`src/rtl/sb_pkg.sv`:
```
// Shared types for the scoreboard arbiter: scoreboard entry layout, operation codes and FSM states.
package sb_pkg;

  localparam int PROC_COUNT  = 4;
  localparam int KEY_W       = 8;
  localparam int ENTRY_VAL_W = $clog2(PROC_COUNT);

  // key = command id, val = processor id that owns it
  typedef struct packed {
    logic [KEY_W-1:0]       key;
    logic [ENTRY_VAL_W-1:0] val;
  } entry_t;

  typedef enum logic [1:0] {
    SB_READ  = 2'd0,
    SB_WRITE = 2'd1,
    SB_FLUSH = 2'd2
  } sb_op_t;

  typedef enum logic [2:0] {
    ST_IDLE,
    ST_LOAD,
    ST_ISSUE,
    ST_WAIT,
    ST_RESP
  } arb_state_t;

endpackage

```
`src/rtl/rr_arbiter.sv`:
```
// Round-robin arbiter with a priority class: prioritised requests win outright, ties rotate from i_ptr.
module rr_arbiter #(
  parameter  int N     = 4,
  localparam int IDX_W = $clog2(N)
) (
  input  logic [N-1:0]     i_req,
  input  logic [N-1:0]     i_prio,
  input  logic [IDX_W-1:0] i_ptr,
  output logic [N-1:0]     o_grant,
  output logic [IDX_W-1:0] o_idx,
  output logic             o_any
);

  logic [N-1:0]     w_cand;
  logic [IDX_W-1:0] w_pos;
  logic             w_found;

  assign w_cand = (|(i_req & i_prio)) ? (i_req & i_prio) : i_req;
  assign o_any  = |w_cand;

  always_comb begin
    // NOTE: every output gets a default before the loop so no path leaves a latch behind.
    o_grant = '0;
    o_idx   = '0;
    w_pos   = '0;
    w_found = 1'b0;
    for (int i = 0; i < N; i++) begin
      w_pos = IDX_W'((int'(i_ptr) + i) % N);
      if (!w_found && w_cand[w_pos]) begin
        w_found        = 1'b1;
        o_grant[w_pos] = 1'b1;
        o_idx          = w_pos;
      end
    end
  end

endmodule

```
`src/rtl/scoreboard_arbiter.sv`:
```
// Serialises READ/WRITE/FLUSH requests onto the single scoreboard port, tracks its occupancy and
// flags a scoreboard that stops answering.
module scoreboard_arbiter
  import sb_pkg::*;
#(
  parameter  int NUM_REQ     = 4,
  parameter  int DEPTH       = PROC_COUNT,
  parameter  int VAL_W       = ENTRY_VAL_W,
  parameter  int TIMEOUT_CYC = 64,
  localparam int ID_W        = $clog2(NUM_REQ),
  localparam int CNT_W       = $clog2(DEPTH + 1)
) (
  input  logic                       i_clk,
  input  logic                       i_rst,
  input  logic [NUM_REQ-1:0]         i_req_valid,
  output logic [NUM_REQ-1:0]         o_req_ready,
  input  sb_op_t [NUM_REQ-1:0]       i_req_op,
  input  entry_t [NUM_REQ-1:0]       i_req_entry,
  output logic                       o_rsp_valid,
  input  logic                       i_rsp_ready,
  output logic [ID_W-1:0]            o_rsp_id,
  output logic                       o_rsp_exists,
  output logic [VAL_W-1:0]           o_rsp_val,
  output entry_t                     o_sb_entry,
  output logic                       o_sb_write,
  output logic                       o_sb_read,
  output logic                       o_sb_flush,
  input  logic                       i_sb_ack,
  input  logic                       i_sb_exists,
  input  logic [VAL_W-1:0]           i_sb_val,
  output logic [CNT_W-1:0]           o_count,
  output logic                       o_full,
  output logic                       o_busy,
  output logic                       o_err
);

  localparam int WC_W = $clog2(TIMEOUT_CYC + 1);
  localparam logic [CNT_W-1:0] DEPTH_C = CNT_W'(DEPTH);
  localparam logic [WC_W-1:0]  TO_C    = WC_W'(TIMEOUT_CYC);
  localparam logic [WC_W-1:0]  TO_M1   = WC_W'(TIMEOUT_CYC - 1);
  localparam logic [ID_W-1:0]  ID_MAX  = ID_W'(NUM_REQ - 1);

  arb_state_t         r_state;
  sb_op_t             r_op;
  logic [ID_W-1:0]    r_id;
  logic [ID_W-1:0]    r_ptr;
  entry_t             r_entry;
  logic               r_sb_write, r_sb_read, r_sb_flush;
  logic [WC_W-1:0]    r_wait_cnt;
  logic               r_err;
  logic [CNT_W-1:0]   r_count;
  logic               r_rsp_valid, r_rsp_exists;
  logic [VAL_W-1:0]   r_rsp_val;

  logic [NUM_REQ-1:0] w_elig, w_prio, w_grant;
  logic [ID_W-1:0]    w_idx;
  logic               w_any, w_full, w_ack, w_tick;

  assign w_full = (r_count == DEPTH_C);
  assign w_ack  = (r_state == ST_WAIT) && i_sb_ack;
  // timeout clock runs from the strobe cycle until the ack arrives
  assign w_tick = (r_state == ST_ISSUE) || ((r_state == ST_WAIT) && !i_sb_ack);

  // a full table masks writes; flushes form the priority class
  always_comb begin
    w_elig = '0;
    w_prio = '0;
    for (int i = 0; i < NUM_REQ; i++) begin
      w_elig[i] = i_req_valid[i] && !((i_req_op[i] == SB_WRITE) && w_full);
      w_prio[i] = (i_req_op[i] == SB_FLUSH);
    end
  end

  rr_arbiter #(.N(NUM_REQ)) u_rr (
    .i_req   (w_elig),
    .i_prio  (w_prio),
    .i_ptr   (r_ptr),
    .o_grant (w_grant),
    .o_idx   (w_idx),
    .o_any   (w_any)
  );

  always_ff @(posedge i_clk) begin
    // NOTE: all state is assigned with <= so every register samples pre-edge values.
    if (i_rst) begin
      r_state      <= ST_IDLE;
      r_op         <= SB_READ;
      r_id         <= '0;
      r_ptr        <= '0;
      r_entry      <= '0;
      r_sb_write   <= 1'b0;
      r_sb_read    <= 1'b0;
      r_sb_flush   <= 1'b0;
      r_wait_cnt   <= '0;
      r_err        <= 1'b0;
      r_count      <= '0;
      r_rsp_valid  <= 1'b0;
      r_rsp_exists <= 1'b0;
      r_rsp_val    <= '0;
    end else begin
      r_sb_write <= 1'b0;
      r_sb_read  <= 1'b0;
      r_sb_flush <= 1'b0;

      if (w_tick) begin
        if (r_wait_cnt != TO_C) r_wait_cnt <= r_wait_cnt + 1'b1;
        if (r_wait_cnt == TO_M1) r_err <= 1'b1;
      end

      case (r_state)
        ST_IDLE: begin
          if (w_any) begin
            r_op    <= i_req_op[w_idx];
            r_id    <= w_idx;
            r_entry <= i_req_entry[w_idx];
            r_state <= ST_LOAD;
          end
        end
        ST_LOAD: begin
          r_wait_cnt <= '0;
          r_sb_write <= (r_op == SB_WRITE);
          r_sb_read  <= (r_op == SB_READ);
          r_sb_flush <= (r_op == SB_FLUSH);
          r_state    <= ST_ISSUE;
        end
        ST_ISSUE: r_state <= ST_WAIT;
        ST_WAIT: begin
          if (i_sb_ack) begin
            r_rsp_valid  <= 1'b1;
            r_rsp_exists <= (r_op == SB_WRITE) ? 1'b1 : i_sb_exists;
            r_rsp_val    <= ((r_op != SB_WRITE) && i_sb_exists) ? i_sb_val : '0;
            case (r_op)
              SB_WRITE: if (r_count != DEPTH_C) r_count <= r_count + 1'b1;
              SB_FLUSH: if (i_sb_exists && (r_count != '0)) r_count <= r_count - 1'b1;
              default:  ;
            endcase
            r_state <= ST_RESP;
          end
        end
        ST_RESP: begin
          if (i_rsp_ready) begin
            r_rsp_valid <= 1'b0;
            r_ptr       <= (r_id == ID_MAX) ? '0 : r_id + 1'b1;
            r_state     <= ST_IDLE;
          end
        end
        default: r_state <= ST_IDLE;
      endcase
    end
  end

  assign o_req_ready  = ((r_state == ST_IDLE) && !i_rst) ? w_grant : '0;
  assign o_rsp_valid  = r_rsp_valid;
  assign o_rsp_id     = r_id;
  assign o_rsp_exists = r_rsp_exists;
  assign o_rsp_val    = r_rsp_val;
  assign o_sb_entry   = r_entry;
  assign o_sb_write   = r_sb_write;
  assign o_sb_read    = r_sb_read;
  assign o_sb_flush   = r_sb_flush;
  assign o_count      = r_count;
  assign o_full       = w_full;
  assign o_busy       = (r_state != ST_IDLE);
  assign o_err        = r_err;

  a_ack_in_wait: assert property (@(posedge i_clk) disable iff (i_rst)
    i_sb_ack |-> (r_state == ST_WAIT));
  a_one_strobe: assert property (@(posedge i_clk)
    $onehot0({r_sb_write, r_sb_read, r_sb_flush}));
  a_no_overflow: assert property (@(posedge i_clk) disable iff (i_rst)
    (w_ack && (r_op == SB_WRITE)) |-> (r_count != DEPTH_C));
  a_no_underflow: assert property (@(posedge i_clk) disable iff (i_rst)
    (w_ack && (r_op == SB_FLUSH) && i_sb_exists) |-> (r_count != '0));

endmodule

```
`config.mk`:
```
export PLATFORM = sky130hd
export DESIGN_NAME = scoreboard_arbiter
export DESIGN_NICKNAME = d
export VERILOG_FILES = /design/src/rtl/sb_pkg.sv /design/src/rtl/rr_arbiter.sv /design/src/rtl/scoreboard_arbiter.sv
export SDC_FILE = /design/constraint.sdc
export NUM_CORES = 1
export LEC_CHECK = 0
export ABC_AREA = 0
export CAP_MARGIN = 20
export CORE_UTILIZATION = 59
export CTS_CLUSTER_SIZE = 25
export DETAILED_ROUTE_END_ITERATION = 8
export DONT_BUFFER_PORTS = 1
export PLACE_DENSITY = 0.74
export SLEW_MARGIN = 0
export SYNTH_ARGS = -nofsm -noshare
export SYNTH_HDL_FRONTEND = slang
export SYNTH_SLANG_ARGS = --single-unit
```
`constraint.sdc`:
```
create_clock -name i_clk -period 3.5 [get_ports i_clk]
set_input_delay 0.35 -clock i_clk [delete_from_list [all_inputs] [get_ports i_clk]]
set_output_delay 0.35 -clock i_clk [all_outputs]
set_load 0.01 [all_outputs]
```
---- After elaboration in Yosys (flattened, before gate mapping) ----
Cells that the tools add are included.
word-level totals
  flip-flop bits (word level) ............. 37
  word-level logic and storage cells ...... 154
  output and inout port bits .............. 29
  input bits .............................. 59
operators by class
  multiplexer cells ....................... 46
  $add $sub $neg .......................... 7
  equality and inequality tests ........... 25
  bitwise gates (word level) .............. 5
  reductions and logical operators ........ 47
  magnitude comparators ................... 9
operators with widths
  operator               count
  $mux W4                6
  $bmux W10 S2           1
  $logic_and A1 B1 Y1    19
  $lt A2 B3 Y1 const B   5
  $mux W3                5
  $pmux W3 S5            1
  $mux W1                14
  $mux W2                7
  $eq A2 B2 Y1 const B   6
  $or A4 B4 Y4           3
  $eq A2 B1 Y1 const B   5
  $mux W10               1
  $reduce_and A2 Y1      5
  $logic_not A1 Y1       9
  $bmux W1 S2            4
  $demux W1 S2           4
  $ge A2 B1 Y1 const B   4
  $ne A2 B1 Y1 const B   4
  $reduce_or A4 Y1       2
  $add A7 B1 Y7 const B  1
  $eq A7 B6 Y1 const B   1
  $ne A7 B7 Y1 const B   1
  $eq A3 B2 Y1 const B   2
  $eq A3 B3 Y1 const B   2
  20 further kinds       27

---- Depth between registers and ports, before layout ----
Gate-level depths: netlist of the first run.
  word-level depth ........................ 21
  gate-level depth with buffers ........... 11

---- Cells and area by module ----
Synthesis of the first run repeated with hierarchy kept, for this count alone.
second synthesis, totals
  cells, all modules ...................... 295
  area total of the unflattened synthesis .. 2549.9 µm²
by module, submodules not included
  module              cells each  instances  area an instance (µm²)
  scoreboard_arbiter  217         1          1998.2
  rr_arbiter          78          1          551.8

---- Least setup slack after synthesis of the first run ----
OpenSTA, ideal clock, no wires.
  kind .................................... register to output
  from .................................... register r_ptr[1]
  to ...................................... output port o_req_ready[0]
  required time ........................... 3.150 ns
  setup slack ............................. 0.753 ns
  arrival ................................. 2.397 ns
  cell stages (with the launch flop) ...... 10
  path buffers ............................ 1
  cell sequence ........................... dfxtp_1 -> clkbuf_1 -> inv_1 -> ha_1 -> inv_1 -> nor3_1 -> nor2_1 -> o311a_1 -> o32a_1 -> a21boi_1
between the ends
  cells in the longest elaborated chain, start to end .. 13
RTL lines
  what                                                   line                       text
  start, declared                                        scoreboard_arbiter.sv:46   logic [ID_W-1:0] r_ptr;
  start signal, assigned                                 scoreboard_arbiter.sv:143  r_ptr <= (r_id == ID_MAX) ? '0 : r_id + 1'b1;
  branches (longest 11 deep; another with $lt A2 B3 Y1)  -
  $mux W4 *                                              rr_arbiter.sv:29           if (!w_found && w_cand[w_pos]) begin
  $mux W4 *                                              scoreboard_arbiter.sv:152  assign o_req_ready = ((r_state == ST_IDLE) && !i_rst) ? w_grant : '0;
  end, declared                                          scoreboard_arbiter.sv:16   output logic [NUM_REQ-1:0] o_req_ready,
Mark *: on every way between the ends. The select of a mux whose other input is x is not followed.

---- Final worst setup path of the first run ----
  from .................................... register r_count[2], in the netlist o_count[2]
  to ...................................... output port o_req_ready[2]
between the ends
  cells in the longest elaborated chain, start to end .. 20
RTL lines
  what                    line                       text
  start, declared         scoreboard_arbiter.sv:51   logic [CNT_W-1:0] r_count;
  start signal, assigned  scoreboard_arbiter.sv:133  SB_WRITE: if (r_count != DEPTH_C) r_count <= r_count + 1'b1;
  start signal, assigned  scoreboard_arbiter.sv:134  SB_FLUSH: if (i_sb_exists && (r_count != '0)) r_count <= r_count - 1'b1;
  $eq A3 B3 Y1 *          scoreboard_arbiter.sv:59   assign w_full = (r_count == DEPTH_C);
  $logic_and A1 B1 Y1     scoreboard_arbiter.sv:69   w_elig[i] = i_req_valid[i] && !((i_req_op[i] == SB_WRITE) && w_full);
  $logic_not A1 Y1        scoreboard_arbiter.sv:69
  $logic_and A1 B1 Y1     scoreboard_arbiter.sv:69
  $and A4 B4 Y4           rr_arbiter.sv:18           assign w_cand = (|(i_req & i_prio)) ? (i_req & i_prio) : i_req;
  $reduce_or A4 Y1        rr_arbiter.sv:18
  $mux W4 *               rr_arbiter.sv:18
  $bmux W1 S2             rr_arbiter.sv:29
  (+4 left out)           -
  $mux W1                 rr_arbiter.sv:29
  $logic_not A1 Y1        rr_arbiter.sv:29
  $logic_and A1 B1 Y1     rr_arbiter.sv:29
  $mux W1                 rr_arbiter.sv:29
  $logic_not A1 Y1        rr_arbiter.sv:29
  $logic_and A1 B1 Y1     rr_arbiter.sv:29
  $mux W4 *               rr_arbiter.sv:29
  $mux W4 *               scoreboard_arbiter.sv:152
Every way passes the cells marked *; elsewhere a longest branch is shown, timed or not. The select of a mux whose other input is x is not followed.

==> results of run 1 <==
-- path summary, 6_finish.rpt --
kind	slack, ns	startpoint	endpoint	cells past startpoint
max	0.21	o_count[2]	o_req_ready[2]	8
min	0.13	i_rst	o_rsp_id[1]	1
max reg2reg	0.60	r_ptr[0]	o_sb_entry[9]	9
min reg2reg	0.49	o_rsp_val[1]	o_rsp_val[1]	2
-- final cells by class --
type / count / area, um2
clock buffers: 7 / 86.3
fillers: 385 / 1560
inverters: 16 / 60.1
multi-input cells: 252 / 1920
flip-flops and latches: 37 / 741
well taps: 52 / 65.1
repair buffers: 6 / 45.0
-- routing by layer --
layer / vias to the layer above / track usage (%) / share of wire [%]
met5: - / 0 / 0
met4: 0 / 7.56 / 1.2
met3: 8 / 5.56 / 8.4
met2: 96 / 39.7 / 45
met1: 1129 / 37.7 / 45
li1: 1187 / - / -
-- state kept, by name, summed over array words and instances (netlist names) --
signal        count
o_sb_read         1
o_err             1
o_rsp_val         2
r_ptr             2
o_sb_entry       10
r_state           3
o_count           3
o_sb_write        1
r_op              2
o_rsp_exists      1
r_wait_cnt        7
o_sb_flush        1
o_rsp_valid       1
o_rsp_id          2
-- per-stage QoR --
| step | total power [mW] | setup WS [ns] |
|---|---|---|
| 5_1_grt | 1.14 | 0.0277 |
| 6_report | 1.08 | 0.214 |
| 3_5_place_dp | 0.789 | 0.538 |
| 3_3_place_gp | 0.783 | 0.658 |
| 2_1_floorplan | 0.746 | 0.753 |
| 4_1_cts | 1.08 | 0.218 |
-- where the power goes --
group          switching [mW]  leakage [nW]  internal (mW)
sequential             0.0404         0.301          0.456
clock                   0.137        0.0443          0.156
combinational           0.165         0.775          0.121
total                   0.343          1.12          0.733
-- cells in the final DEF (no fill, tap or decap), types with 5 or more instances in the layout --
| master | synthesis | final |
|---|---|---|
| and3_1 | 17 | 17 |
| inv_1 | 15 | 15 |
| xnor2_1 | 6 | 6 |
| mux2i_1 | 18 | 18 |
| ha_1 | 12 | 12 |
| nor3_1 | 10 | 10 |
| nor2_1 | 26 | 26 |
| o211ai_1 | 14 | 14 |
| o211ai_2 | 10 | 10 |
| nand3_1 | 7 | 7 |
| nand4bb_1 | 5 | 5 |
| buf_4 | 2 | 6 |
| dfxtp_1 | 37 | 37 |
| a21boi_0 | 11 | 11 |
| clkbuf_8 | 0 | 6 |
| nand2_1 | 29 | 29 |
| a21oi_1 | 9 | 9 |
-- critical path: cells and delay by family, from the launching register on --
family | cells | cell delay (ns)
AOI/OAI and AO/OA | 5 | 0.94
muxes | 1 | 0.58
and+or+nand+nor | 2 | 0.59
DFF | 1 | 0.54
-- logic make-up after synthesis --
kind of cell | synth area share, %
AOI/OAI and AO/OA | 26.4
xor gates and xnor gates | 2.80
adders and majority gates | 6.04
buffers and inverters | 5.46
DFF | 26.3
muxes | 7.20
and+or+nand+nor | 25.8
==> out/metrics.yaml, run 1 <==
timing:
  tightest_slew_ns: 0.709
  holdWs_ns: 0.129
  relSlewSlack_pct: 52.7
  rsz0062_at_grt: "false"
  finalHoldViolCount: 0
  timing.final.crit_share_pct: 93.9
  slew_violations: 0
  fin_tns_setup_ns: 0
  finalClockSkew_ns: 0.00186
  setup_violations: 0
  period_needed_ns: 3.29
  fmax_mhz: 304
cts:
  clk_latency_ns: 0.28
  cts_root_buf: "clkbuf_8"
  post_cts_buffers: 0
  clk_pin_slew_ns: 0.06
  cts_tree: "done"
  ctsHoldBuffers: 0
  post_cts_resized: 0
  numCtsBuffers: 5
  clk_path_buf_depth: 2
  ctsHtreeMaxLevel: 2
  cts.sinks: 37
critical_path:
  path_max_fanout: 8
  crit_chain: "nor4b_2 > o41ai_2 > and2_1 > mux4_2 > a211oi_2 > a22oi_1 > o32a_1 > a21boi_1"
  cp_slowest_cell: "mux4_2"
  required_ns: 3.15
  cp_data_arrival_time_ns: 2.94
  slowest_delay_ns: 0.58
  critPathCaptureType: "output port"
  startpoint_type: "register"
  path_class: "register to output port"
logic_synthesis:
  synth_top_area_share_pct: 26.3
  ys_warn_count: 0
  syn_avg_cell_area_um2: 8.77
  synth_flop_cell: "dfxtp_1"
  synth_seq_cells: 37
  yosysMostFrequentCell: "dfxtp_1"
  synthTopCellsByCount: "37 x dfxtp_1, 29 x nand2_1, 26 x nor2_1"
  synth_cells: 321
  yosysSeqAreaShare_pct: 26.3
  synth_area_mm2: 0.00282
  postSynth.asyncResetShare_pct: 0
  syn-num-nets: 393
  synth_edf_count: 0
  ys_types: 71
  yosysTopAreaCell: "dfxtp_1"
  ys_top_cells_by_area: "dfxtp_1 26%, mux2i_1 6.4%, ha_1 5.3%"
worst_hold_path:
  hp-class: "input pin to register"
placed_design:
  dpl_cell_area_mm2: 0.00283
  placed_cells_incl_taps: 363
  post-dp-hpwl_mm: 4.86
  place_congestion: 0.979
  port_buffers: 0
floorplanning:
  io_pins: 88
  die-area_mm2: 0.00505
  design.core.area_mm2: 0.00447
  dieWidth_um: 71.1
  die-height_um: 71.1
  initial_utilization_pct: 62.9
  row_count: 24
routing:
  drc: 4
  wl_per_cell_um: 17.3
  drt_iter0_drc: 127
  drtPass1Iterations: 8
  ant_nets: 0
  routed_wl_mm: 6.41
  via_count: 2420
  via_per_inst: 6.54
pwr:
  p_leak_nw: 1.12
  p_per_area_mw_per_mm2: 369
  vdd_drop_max_mv: 0.171
global_routing:
  grt_pass1_vias: 2293
  grtUsageTotal_pct: 26.3
  grt_max_degree: 25
  grt_pass1_wl_mm: 10.7
  antenna_found_initial: 0
  grt_overflow_total: 0
flow_run:
  cap_violations: 0
cells_and_area:
  drive_gt1_share_pct: 11.6
  utilization_pct: 65.2
  diodes: 0
  nets: 390
  final_cells: 370
  syn_to_final_growth_pct: 3.64
  finish.instance_area_mm2: 0.00292
outcome:
  status: "complete, but fails checks"
  violations: "DRC"
No activity file was read; power rests on OpenSTA's default activity.
==> inputs of run 2 (changes only) <==
- CORE_MARGIN: default -> 3
==> run 2 against run 1 <==
The run now ends clean. Routed wire length is 3.4% higher. Combinational power hardly changed. Power is 2.4% higher. Clock skew is 0.0025 ns higher. Maximum frequency is 0.43% higher.
==> out/metrics.yaml, run 2 (synthesized netlist as in run 1, its figures left out) <==
floorplanning:
  die-area_mm2: 0.00564  # +12%
  io_pins: 88  # unchanged
  design.core.area_mm2: 0.00447  # unchanged
  dieWidth_um: 75.1  # +5.6%
  die-height_um: 75.1  # +5.6%
  initial_utilization_pct: 62.9  # unchanged
  row_count: 24  # unchanged
cells_and_area:
  fillerInstances: 397  # +3.1%
  nets: 389  # -0.26%
  syn_to_final_growth_pct: 3.91
  final_common_cell: "dfxtp_1"
  drive_gt1_share_pct: 11.9  # +0.31 points
  utilization_pct: 65.4  # +0.17 points
  layout_common_cells: "37 x dfxtp_1, 29 x nand2_1, 26 x nor2_1"
  largest_reg_flops: 10  # unchanged
  final_cells: 370  # unchanged
  finish.instance_area_mm2: 0.00293  # +0.26%
  diodes: 0  # unchanged
global_routing:
  grtUsageMet1_pct: 33.5  # -4.1 points
  grt_pass1_wl_mm: 10.4  # -2.3%
  grt_overflow_total: 0  # unchanged
  grt_max_degree: 25  # unchanged
  grtUsageTotal_pct: 23.8  # -2.5 points
  top_usage_layer: "met2"
  antenna_found_initial: 0  # unchanged
  use_met3_pct: 6.41  # +0.85 points
  grt_pass1_vias: 2180  # -4.9%
  met2_usage_pct: 35.3  # -4.4 points
critical_path:
  path_max_fanout: 8  # unchanged
  cp_data_arrival_time_ns: 2.92  # -0.02 ns
  crit_end: "o_req_ready[1]"
  rr_endpoint: "o_sb_entry[3]"
  rr_worst_depth: 9  # unchanged
  r2r_slack_ns: 0.57  # -0.03 ns
  critPathCaptureType: "output port"
  startpoint_type: "register"
  critPathLaunch: "o_count[2]"
  r2r-start: "r_ptr[0]"
  path_buf_inv: 0  # unchanged
  critPathTopFamily: "compound AO/OA/AOI/OAI gates"
  slowest_delay_ns: 0.57  # about the same
  required_ns: 3.15  # about the same
  cp_slowest_cell: "mux4_2"
  path_depth: 8  # unchanged
  path_class: "register to output port"
  crit_chain: "nor4b_2 > o41ai_2 > and2_1 > mux4_2 > a211oi_2 > a22oi_1 > o32a_1 > a21boi_1"
timing:
  fmax_mhz: 306  # +0.43%
  period_needed_ns: 3.27  # -0.0141 ns
  finalClockSkew_ns: 0.00439  # +0.00253 ns
  rsz0062_at_grt: "false"
  setup_violations: 0  # unchanged
  slew_violations: 0  # unchanged
  timing.final.crit_share_pct: 93.5  # -0.40 points
  fin_tns_setup_ns: 0  # unchanged
  finalHoldViolCount: 0  # unchanged
  relSlewSlack_pct: 57.8  # +5.2 points
  tightest_slew_ns: 0.629  # -0.0802 ns
routing:
  drc: 0  # -4
  ant_nets: 0  # unchanged
  via_count: 2438  # +0.74%
  drtPass1Iterations: 4  # -4
  via_per_inst: 6.59  # +0.74%
  drt_iter0_drc: 136  # +7.1%
  routed_wl_mm: 6.63  # +3.4%
  wl_per_cell_um: 17.9  # +3.4%
cts:
  clk_latency_ns: 0.28  # about the same
  ctsHtreeMaxLevel: 2  # unchanged
  cts_root_buf: "clkbuf_8"
  post_cts_resized: 0  # unchanged
  post_cts_buffers: 0  # unchanged
  cts_tree: "done"
  numCtsBuffers: 5  # unchanged
  clk_pin_slew_ns: 0.07  # about the same
  ctsHoldBuffers: 0  # unchanged
  clk_path_buf_depth: 2  # unchanged
  cts.sinks: 37  # unchanged
pwr:
  vdd_drop_max_mv: 0.211  # +23%
  p_leak_nw: 1.13  # +0.44%
  p_per_area_mw_per_mm2: 377  # +2.2%
worst_hold_path:
  hp-class: "input pin to register"
placed_design:
  place_congestion: 1.04  # +5.9%
  placed_cells_incl_taps: 362  # -0.28%
  dpl_cell_area_mm2: 0.00283  # -0.27%
  post-dp-hpwl_mm: 5.14  # +5.8%
  port_buffers: 0  # unchanged
flow_run:
  cap_violations: 0  # unchanged
outcome:
  status: "complete, no violations"
[run 2: layout make-up]
class / count / area [um2] / area share, %
Clock inverter: 1 / 5.00 / 0.171
Multi-Input combinational cell: 252 / 1920 / 65.7
Sequential cell: 37 / 741 / 25.3
Timing Repair Buffer: 5 / 37.5 / 1.28
Clock buffer: 7 / 96.3 / 3.29
Tap cell: 52 / 65.1 / 2.22
Inverter: 16 / 60.1 / 2.05
[run 2: report_power, final]
part	internal [mW]	switching, mW
logic	0.119	0.164
clock network	0.178	0.143
registers	0.456	0.0424
[run 2: routing by layer]
| metal | wire length (um) | share of wire (%) |
|---|---|---|
| met5 | 0 | 0 |
| met2 | 3050 | 46 |
| met4 | 93 | 1.4 |
| met3 | 569 | 8.6 |
| met1 | 2920 | 44 |
[run 2: worst min path at each step]
stage	startpoint	to	slack (ns)	depth (start not counted)
3_5_place_dp	i_rst	o_rsp_val[0]	0.43	1
6_report	i_rst	o_count[2]	0.13	1
3_3_place_gp	i_rst	o_err	0.43	1
5_1_grt	i_rst	o_err	0.11	1
2_1_floorplan	r_op[1]	r_op[1]	0.47	2
4_1_cts	i_rst	o_rsp_val[0]	0.12	1
[run 2: worst register-to-register path: cells and delay by family, from the launching register on]
kind / cells / cell delay [ns]
buffers and inverters: 2 / 0.38
AO/OA/AOI/OAI: 5 / 1.47
flip-flops: 1 / 0.34
AND/OR/NAND/NOR: 1 / 0.18
adder cells (fa/ha/maj): 1 / 0.43
[run 2: stage by stage]
stage	power [mW]	hold WS (ns)	setup WS (ns)
after detailed placement	0.790	0.426	0.574
after floorplan	0.746	0.474	0.753
after global routing	1.17	0.113	0.0340
after global placement	0.783	0.425	0.651
after CTS	1.11	0.121	0.261
final	1.10	0.133	0.228
==> inputs of run 3 (changes only) <==
- GPL_ROUTABILITY_DRIVEN: default -> 0
- GPL_TIMING_DRIVEN: default -> 0
- SLEW_MARGIN: 0 -> default
==> run 3 against run 2 <==
Register-to-register slack worse by 0.20 ns. Clock power is 8.7% lower. Critical path depth is 1 higher. Sequential cell count stayed put. Worst hold slack better by 0.084 ns. Routed wire length hardly changed. Worst setup slack worse by 0.0010 ns. Global-route usage is 0.056 points lower. Final cell count is 2.7% higher. Count of clock-buffer cells in the layout stayed put. First-iteration DRC count is 21% lower. Largest cell class unchanged.
==> out/metrics.yaml, run 3 (synthesized netlist as in run 1, its figures left out) <==
pwr:
  p_per_area_mw_per_mm2: 366  # -2.8%
  vdd_drop_max_mv: 0.197  # -6.5%
  switchingPower_mw: 0.348  # -0.30%
  p_comb_share_pct: 27.3  # +1.6 points
  internal_power_mw: 0.741  # -1.6%
  seqPwrFrac_pct: 45.8  # +0.6 points
  p_clk_share_pct: 26.9  # -2.2 points
  p_total_mw: 1.09  # -1.2%
  p_leak_nw: 1.14  # +1.4%
  switching_share_pct: 32.0  # +0.28 points
timing:
  timing.final.crit_share_pct: 93.5  # about the same
  period_needed_ns: 3.27  # +0.00101 ns
  fin_ws_ns: 0.227  # -0.00101 ns
  setup_violations: 0  # unchanged
  fmax_mhz: 306  # about the same
  slew_violations: 0  # unchanged
  relSlewSlack_pct: 57.6  # -0.22 points
  fin_tns_setup_ns: 0  # unchanged
  holdWs_ns: 0.217  # +0.0839 ns
  finalClockSkew_ns: 0.00432  # -0.0000643 ns
  finalHoldViolCount: 0  # unchanged
  tightest_slew_ns: 0.618  # -0.0101 ns
  rsz0062_at_grt: "false"
cts:
  clk_latency_ns: 0.28  # about the same
  post_cts_buffers: 0  # unchanged
  ctsHtreeMaxLevel: 2  # unchanged
  cts.sinks: 37  # unchanged
  cts_root_buf: "clkbuf_8"
  numCtsBuffers: 5  # unchanged
  cts_tree: "done"
  post_cts_resized: 0  # unchanged
  clk_path_buf_depth: 2  # unchanged
  clk_pin_slew_ns: 0.07  # about the same
  ctsHoldBuffers: 0  # unchanged
critical_path:
  r2r_slack_ns: 0.37  # -0.20 ns
  rr_worst_depth: 11  # +2
  path_max_fanout: 8  # unchanged
  path_class: "register to output port"
  r2r-start: "r_ptr[1]"
  required_ns: 3.15  # about the same
  rr_endpoint: "r_op[1]"
  startpoint_type: "register"
  critPathCaptureType: "output port"
  critPathLaunch: "o_count[0]"
  cp_data_arrival_time_ns: 2.92  # about the same
cells_and_area:
  largest_reg_flops: 10  # unchanged
  nets: 400  # +2.8%
  diodes: 0  # unchanged
  final_cells: 380  # +2.7%
  layout_common_cells: "35 x dfxtp_1, 29 x nand2_1, 26 x nor2_1"
  final_common_cell: "dfxtp_1"
  utilization_pct: 66.5  # +1.1 points
  finish.instance_area_mm2: 0.00298  # +1.7%
  drive_gt1_share_pct: 12.5  # +0.55 points
  syn_to_final_growth_pct: 5.64
routing:
  drtPass1Iterations: 4  # unchanged
  via_count: 2468  # +1.2%
  drc: 0  # unchanged
  wl_per_cell_um: 17.5  # -2.6%
  drt_iter0_drc: 108  # -21%
  ant_nets: 0  # unchanged
  routed_wl_mm: 6.63  # about the same
  via_per_inst: 6.49  # -1.4%
outcome:
  status: "complete, no violations"
placed_design:
  dpl_cell_area_mm2: 0.00288  # +2.0%
  post-dp-hpwl_mm: 5.26  # +2.4%
  dp_slack_ns: 0.200  # -0.374 ns
  placed_cells_incl_taps: 373  # +3.0%
  port_buffers: 0  # unchanged
worst_hold_path:
  whs_path_depth: 2  # +1
  holdPathEnd: "o_rsp_val[0]"
  min_from: "i_sb_val[0]"
  hp-class: "input pin to register"
global_routing:
  grtUsageTotal_pct: 23.7  # -0.056 points
  antenna_found_initial: 0  # unchanged
  grt_pass1_vias: 2282  # +4.7%
  grt_pass1_wl_mm: 10.4  # +0.13%
  grt_max_degree: 11  # -56%
  grt_overflow_total: 0  # unchanged
floorplanning:
  die-area_mm2: 0.00564  # unchanged
  io_pins: 88  # unchanged
  die-height_um: 75.1  # unchanged
  initial_utilization_pct: 62.9  # unchanged
  row_count: 24  # unchanged
  design.core.area_mm2: 0.00447  # unchanged
  dieWidth_um: 75.1  # unchanged
flow_run:
  cap_violations: 0  # unchanged
==> run 3: cell count changes in the layout (fill, tap and decap cells not counted), sizes merged <==
cell,delta
clkbuf,+9
buf,+2
clkinv,-2
clkinvlp,+1
==> run 3: cell type report <==
class                           count  area (um2)
Buffer                             16        95.1
Clock buffer                        7        86.3
Fill cell                         386        1500
Inverter                           16        63.8
Multi-Input combinational cell    252        1920
Sequential cell                    37         743
Tap cell                           52        65.1
==> run 3: worst max-delay path by stage <==
stage	end	slack, ns	cells past startpoint
floorplan	o_req_ready[0]	0.75	9
global placement	o_sb_entry[0]	0.28	10
detailed placement	r_op[1]	0.20	11
CTS	o_req_ready[3]	0.07	9
global route	o_req_ready[2]	0.003	9
finish	o_req_ready[2]	0.23	9
==> run 3: power by group through the flow <==
stage	Sequential [mW]	Clock, mW	Combinational [mW]
2_1_floorplan	0.498	0	0.248
3_3_place_gp	0.507	0	0.292
3_5_place_dp	0.508	0	0.296
4_1_cts	0.499	0.300	0.297
5_1_grt	0.503	0.320	0.333
6_report	0.499	0.293	0.297
==> run 3: critical path, cell delays in order, from the launching register on <==
cell,delay (ns)
dfxtp_1,0.45
nor4b_2,0.39
o41ai_2,0.12
and2_1,0.14
buf_4,0.15
mux4_2,0.55
a211oi_2,0.30
a22oi_1,0.12
o32a_1,0.18
a21boi_1,0.23
==> run 3: layer usage <==
layer | vias to the layer above | wire length [um] | GRT usage (%)
met3 | 7 | 577 | 6.28
met1 | 1154 | 2940 | 32.5
met5 | - | 0 | 0
li1 | 1218 | - | -
met2 | 89 | 3050 | 36.7
met4 | 0 | 68 | 6.92
